===== src/rtl/rv_mem_arbiter_pkg.sv =====
// Shared encodings for the IF/MEM unified-memory arbiter.
// Owner and state enums, default latency and counter width.
package rv_mem_arbiter_pkg;

    typedef enum logic [1:0] {
        IDLE   = 2'd0,
        ACCESS = 2'd1,
        RESP   = 2'd2
    } state_t;

    typedef enum logic {
        OWN_IF = 1'b0,
        OWN_D  = 1'b1
    } owner_t;

    localparam int MEM_LAT_DEF = 2;
    localparam int CNT_W       = 4;

endpackage


===== src/rtl/rr_arb2.sv =====
// Two-way round-robin picker; on a tie the port that did not
// win last time gets the grant. req[0] is IF, req[1] is data.
module rr_arb2
    import rv_mem_arbiter_pkg::*;
(
    input  logic [1:0] req,
    input  owner_t     last_owner,
    output logic       valid,
    output owner_t     owner
);

    always_comb begin
        valid = |req;
        owner = OWN_IF;
        unique case (req)
            2'b11: owner = (last_owner == OWN_IF) ? OWN_D : OWN_IF;
            2'b10: owner = OWN_D;
            default: owner = OWN_IF;
        endcase
    end

endmodule


===== src/rtl/rv_mem_arbiter.sv =====
// Shares one fixed-latency single-port memory between IF and MEM ports.
// One access at a time: IDLE -> ACCESS (MEM_LAT+1 cycles) -> RESP.
module rv_mem_arbiter
    import rv_mem_arbiter_pkg::*;
#(
    parameter int ADDR_W  = 32,
    parameter int DATA_W  = 32,
    parameter int MEM_LAT = MEM_LAT_DEF
) (
    input  logic              clk,
    input  logic              rst_n,
    input  logic              if_req,
    input  logic [ADDR_W-1:0] if_addr,
    output logic              if_gnt,
    output logic              if_done,
    output logic [DATA_W-1:0] if_rdata,
    input  logic              d_req,
    input  logic              d_we,
    input  logic [3:0]        d_be,
    input  logic [ADDR_W-1:0] d_addr,
    input  logic [DATA_W-1:0] d_wdata,
    output logic              d_gnt,
    output logic              d_done,
    output logic [DATA_W-1:0] d_rdata,
    output logic              mem_en,
    output logic              mem_we,
    output logic [3:0]        mem_be,
    output logic [ADDR_W-1:0] mem_addr,
    output logic [DATA_W-1:0] mem_wdata,
    input  logic [DATA_W-1:0] mem_rdata
);

    localparam logic [CNT_W-1:0] CNT_LAT = CNT_W'(MEM_LAT);

    state_t           state;
    owner_t           owner;
    owner_t           last_owner;
    logic [CNT_W-1:0] cnt;
    logic             sel_valid;
    owner_t           sel_owner;
    logic             sel_d;

    rr_arb2 u_arb (
        .req        ({d_req, if_req}),
        .last_owner (last_owner),
        .valid      (sel_valid),
        .owner      (sel_owner)
    );

    assign sel_d = (sel_owner == OWN_D);

    // mem_we/be/addr/wdata double as the access latches
    always_ff @(posedge clk) begin
        if (!rst_n) begin
            state      <= IDLE;
            owner      <= OWN_IF;
            last_owner <= OWN_IF;
            cnt        <= '0;
            if_gnt     <= 1'b0;
            if_done    <= 1'b0;
            if_rdata   <= '0;
            d_gnt      <= 1'b0;
            d_done     <= 1'b0;
            d_rdata    <= '0;
            mem_en     <= 1'b0;
            mem_we     <= 1'b0;
            mem_be     <= '0;
            mem_addr   <= '0;
            mem_wdata  <= '0;
        end else begin
            mem_en  <= 1'b0;
            if_done <= 1'b0;
            d_done  <= 1'b0;
            case (state)
                IDLE: begin
                    if (sel_valid) begin
                        owner      <= sel_owner;
                        last_owner <= sel_owner;
                        cnt        <= '0;
                        state      <= ACCESS;
                        mem_en     <= 1'b1;
                        mem_we     <= sel_d & d_we;
                        mem_be     <= sel_d ? d_be : 4'hF;
                        mem_addr   <= sel_d ? d_addr : if_addr;
                        mem_wdata  <= sel_d ? d_wdata : '0;
                        if_gnt     <= ~sel_d;
                        d_gnt      <= sel_d;
                    end
                end
                ACCESS: begin
                    cnt <= cnt + 1'b1;
                    if (cnt == CNT_LAT) begin
                        if (owner == OWN_IF) begin
                            if_rdata <= mem_rdata;
                            if_done  <= 1'b1;
                        end else begin
                            if (!mem_we) d_rdata <= mem_rdata;
                            d_done <= 1'b1;
                        end
                        if_gnt    <= 1'b0;
                        d_gnt     <= 1'b0;
                        mem_we    <= 1'b0;
                        mem_be    <= '0;
                        mem_addr  <= '0;
                        mem_wdata <= '0;
                        state     <= RESP;
                    end
                end
                RESP: state <= IDLE;
                default: state <= IDLE;
            endcase
        end
    end

endmodule

===== config.mk =====
export PLATFORM = sky130hd
export DESIGN_NAME = rv_mem_arbiter
export DESIGN_NICKNAME = d
export VERILOG_FILES = /design/src/rtl/rv_mem_arbiter_pkg.sv /design/src/rtl/rr_arb2.sv /design/src/rtl/rv_mem_arbiter.sv
export SDC_FILE = /design/constraint.sdc
export NUM_CORES = 1
export LEC_CHECK = 0
export BUFFER_PORTS_ARGS = -buffer_cell sky130_fd_sc_hd__clkbuf_2
export CORE_ASPECT_RATIO = 1.75
export CORE_MARGIN = 2
export CORE_UTILIZATION = 41
export DETAILED_ROUTE_END_ITERATION = 10
export PLACE_DENSITY = 0.76
export SYNTH_ARGS = -nofsm -noshare
export SYNTH_HDL_FRONTEND = slang
export SYNTH_SLANG_ARGS = --single-unit

===== constraint.sdc =====
create_clock -name clk -period 1.7 [get_ports clk]
set_input_delay 0.255 -clock clk [delete_from_list [all_inputs] [get_ports clk]]
set_output_delay 0.255 -clock clk [all_outputs]
set_load 0.01 [all_outputs]

-- Word level (Yosys, flattened, before mapping)
Index checks and enable logic that the tools add are counted.
W data, S select, Z words.
- input port bits: 137
- bits in registers: 145
- reduce and logical (&&, ||, !) cells: 11
- equal/unequal tests: 6
- bitwise logic cells: 4
- add/subtract/negate cells: 1
- mux-type cells: 27
- operators by type and width (operator ; number):
    $mux W32 ; 5
    $pmux W32 S2 ; 2
    $mux W4 ; 4
    $pmux W4 S2 ; 2
    $reduce_and A3 Y1 ; 3
    $pmux W1 S2 ; 4
    $reduce_and A2 Y1 ; 4
    $mux W1 ; 7
    $add A4 B1 Y4 const B ; 1
    $eq A2 B2 Y1 const B ; 2
    $eq A4 B2 Y1 const B ; 1
    $mux W2 ; 2
    $ne A2 B2 Y1 const B ; 2
    $pmux W2 S2 ; 1
    $reduce_and A4 Y1 ; 1
    $not A1 Y1 ; 3
    $eq A2 B1 Y1 const B ; 1
    $logic_not A2 Y1 ; 1
    $reduce_bool A2 Y1 ; 1
    $reduce_or A2 Y1 ; 1
    $and A1 B1 Y1 ; 1

-- Depth between registers and ports, before layout
- word-level depth: 5
- gate-level depth with buffers: 7
- gate-level depth less buffers: 5

-- By module
Synthesis repeated with hierarchy kept, for this count alone.
- cells, all modules: 503
- area total of the unflattened synthesis: 5425.2 µm²
- by module, submodules not included (module ; seq. area each (µm²) ; instances ; cells an instance ; area each (µm²)):
    rv_mem_arbiter ; 2902.8 ; 1 ; 501 ; 5411.4
    rr_arb2 ; 0.0 ; 1 ; 2 ; 13.8

-- Worst setup path before layout
OpenSTA, ideal clock, no wires.
- path type: register -> register
- start point: register cnt[0]
- end point: register if_rdata[0]
- clock period less this slack: 1.720 ns
- path slack: -0.020 ns
- data arrival time: 1.648 ns
- stages on the path, launching flop included: 8
- cells stage by stage: dfxtp_1 -> inv_1 -> ha_1 -> or3b_1 -> buf_2 -> nor3_4 -> buf_8 -> mux2i_1
- word-level cells in the longest chain between the ends: 2
- ends and longest elaborated chain (item ; RTL line ; RTL):
    start, declared ; rv_mem_arbiter.sv:38 ; logic [CNT_W-1:0] cnt;
    start signal, assigned ; rv_mem_arbiter.sv:91 ; cnt <= cnt + 1'b1;
    $eq A4 B2 Y1 ; rv_mem_arbiter.sv:92 ; if (cnt == CNT_LAT) begin
    $reduce_and A3 Y1 (no line) ; n/a ;
    end signal, assigned ; rv_mem_arbiter.sv:94 ; if_rdata <= mem_rdata;
    end, declared ; rv_mem_arbiter.sv:16 ; output logic [DATA_W-1:0] if_rdata,
No other way between the ends.
A chain may end at the register's enable or synchronous reset.

-- Worst setup path in the final report
- start point: register cnt[0]
- end point: register if_rdata[25]
Same word-level chain as after synthesis.

==> metrics.md <==
| Metric | Value |
|---|---|
| Total via count in the routed design | 4,698 |
| Post-route ant nets | 0 |
| Flops & latches, synth | 145 |
| Number of global-route vias before repair | 4,611 |
| Synth Cell Area | 5400 um2 |
| Max-slew violations | 0 |
| Reg2Reg Depth | 7 |
| Largest net degree at the start of global routing | 97 |
| Hold WC Path Type | in -> reg |
| Die area | 14,100 um2 |
| Terminus of the critical flop-to-flop path | if_rdata[25] |
| Setup TNS | -0.290 ns |
| Dominant cell by count in the synthesized netlist | dfxtp_1 |
| Leakage | 3.81 nW |
| Layout area overhead | 41.9% |
| Die height | 156 um |
| Routed wire per std cell | 14.8 um |
| Layout cells sized above 1 | 43.0% |
| Crit end category | register |
| Final hold vios | 0 |
| Initial Util | 41.9% |
| Sequential fraction of the synthesis area | 53.8% |
| Initial antenna violation count | 0 |
| All-Layer GR Usage | 19.6% |
| DR vias/cell | 4.91 |
| Critical path fanouts, max | 8 |
| Top FF cell, synth | dfxtp_1 |
| I/O pins | 275 |
| # fillers | 1,119 |
| Antenna cells | 0 |
| Sw Ratio | 27.3% |
| Setup CP Type | reg -> reg |
| Hold path start | d_wdata[23] |
| Sequential share of power | 44.2% |
| Worst-path clk slew | 0.07 ns |
| Syn Nets | 636 |
| Worst vdd ir | 0.000674 V |
| Dpl hpwl | 10,500 um |
| Number of synthesized flops with an enable pin | 0 |
| Minimum clock period | 1.72 ns |
| PortBufs | 274 |
| DR iter-0 viols | 122 |
| Sw power | 2.30 mW |
| Pwr per Cell Area | 1100 nW/um2 |
| Core footprint | 12,900 um2 |
| Critical path required time | 2.04 ns |
| RSZ-0062 raised after global routing | yes |
| Failing checks | negative setup slack |
| Top cells by area, synth | dfxtp_1 54%, mux2i_1 18%, nand2_1 7.0% |
| Global-route wire length before repair | 22,200 um |
| FP Rows | 55 |
| Crit path launch type | register |
| Status | complete, but fails checks |
| CTS max path bufs | 2 |
| Area leader, netlist | dfxtp_1 |
| Combinational Power Share | 13.4% |
| Residual DRC | 0 |
| Pre-CTS setup slack | 0.0176 ns |
| Final WL | 14,200 um |
| 1st-pass router iterations | 4 |
| GP Congestion | 0.810 |
| Clock Sinks | 145 |
| Inserted Clock Buffers | 17 |
| RR Startpoint | cnt[0] |
| YS warnings | 0 |
| Clk network pwr share | 42.4% |
| Max Cap Viol | 0 |
| Worst Setup EP | if_rdata[25] |
| Async S/R FF share, synth | 0% |
| # H-tree levels | 4 |
| F_max | 580 MHz |
| Clk_skew | 0.0146 ns |
| Cell count after synthesis | 497 |
| Root Buffer | clkbuf_16 |
| Grt total ovfl | 0 |
| Top cell type's share of synthesized area | 53.8% |
| Clk_lat worst skew | 0.41 ns |
| PnR worst setup slack | -0.0246 ns |
| Setup violations, final | 16 |
| Final nets | 912 |
| DIE WIDTH | 90.7 um |
| Syn Area/Cell | 10.9 um2 |
| P_int | 6.12 mW |
| Worst EP arrival | 2.06 ns |
| Crit share post-route | 101% |
| Slew @ Worst Pin | 0.408 ns |
| TritonCTS clock tree | done |
| Critical Path Start | cnt[0] |
| Post-synth top cells | 145 x dfxtp_1, 100 x nand2_1, 96 x mux2i_1 |
| Slew Limit Headroom | 72.8% |
| Synth cell types | 39 |
| R2R Setup Slk | -0.02 ns |
power by group through the flow:
stage	sequential [mW]	combinational, mW	clock, mW
after detailed placement	3.79	1.12	0
after floorplan	3.87	0.505	0
after global placement	3.80	1.10	0
after global routing	3.75	1.23	3.80
after CTS	3.72	1.12	3.67
final	3.72	1.12	3.57
cell type report:
| type | instances | area [um2] | share of cell area (%) |
|---|---|---|---|
| Sequential cell | 145 | 2910 | 38.0 |
| Multi-Input combinational cell | 310 | 2280 | 29.8 |
| Timing Repair Buffer | 296 | 1670 | 21.8 |
| Clock buffer | 18 | 439 | 5.74 |
| Tap cell | 171 | 214 | 2.80 |
| Clock inverter | 14 | 136 | 1.78 |
| Inverter | 3 | 11.3 | 0.147 |
critical path: stages (launching register included):
cell and delay, ns:
dfxtp_2 0.33, inv_2 0.07, ha_4 0.12, or3b_4 0.39, nor3_4 0.26, buf_6 0.16
buf_8 0.16, mux2i_1 0.19
per-stage QoR:
stage	power [mW]	hold WS [ns]	utilization [%]	instances	instance area [um2]
after floorplan	4.38	0.371	-	497	5400
after global placement	4.90	0.441	54.4	921	7000
after detailed placement	4.91	0.447	54.4	921	7000
after CTS	8.51	0.0314	58.9	953	7580
after global routing	8.79	0.0305	59.5	957	7650
final	8.42	0.0494	59.5	957	7650
how the worst min path moves through the flow:
stage | endpoint | depth (start not counted) | slack (ns)
after floorplan | last_owner | 1 | 0.37
after global placement | if_rdata[7] | 2 | 0.44
after detailed placement | mem_addr[8] | 1 | 0.45
after CTS | mem_wdata[22] | 2 | 0.03
after global routing | mem_wdata[21] | 2 | 0.03
final | mem_wdata[23] | 2 | 0.05
routing by layer:
layer  up-vias  wire length, um  track usage, %
met4         0              233            6.89
met3        17             1330            7.34
met1      2142             5620            22.0
li1       2324                -               -
met5         -                0               0
met2       215             7000            33.8
placed cells by master (no fill, tap or decap), types with 2 or more instances in the layout:
cell,count
clkbuf_16,18
o21ai_0,4
inv_8,3
a21oi_1,4
a22o_1,33
inv_1,2
buf_12,8
inv_6,7
dfxtp_1,143
clkbuf_2,273
o2bb2ai_1,36
nand2b_1,3
dfxtp_2,2
buf_4,11
a211oi_1,2
nor2_1,3
nor3_1,3
clkinv_4,2
nand3_1,3
mux2i_1,96
nand2_1,100
logic make-up after synthesis:
| family | count (synthesis) | synth area share [%] |
|---|---|---|
| compound gates | 88 | 13.9 |
| fa+ha+maj | 2 | 0.464 |
| flops | 145 | 53.8 |
| buf+inv | 42 | 4.17 |
| mux | 96 | 17.8 |
| xor+xnor | 1 | 0.162 |
| simple gates | 123 | 9.74 |
state kept, by name, summed over array words and instances (netlist names):
register    flops
d_rdata        32
if_rdata       32
mem_addr       32
mem_wdata      32
cnt             4
mem_be          4
state           2
d_done          1
d_gnt           1
if_done         1
if_gnt          1
last_owner      1
mem_en          1
mem_we          1
repair_timing:
| item | in CTS | in global routing |
|---|---|---|
| buffers inserted | 0 | 2 |
| endpoints found under the hold margin | 0 | 0 |
| setup endpoints to repair | 0 | 134 |
| hold buffers | 0 | 0 |
| resized for setup | 0 | 6 |
No activity file was read; power rests on OpenSTA's default activity.
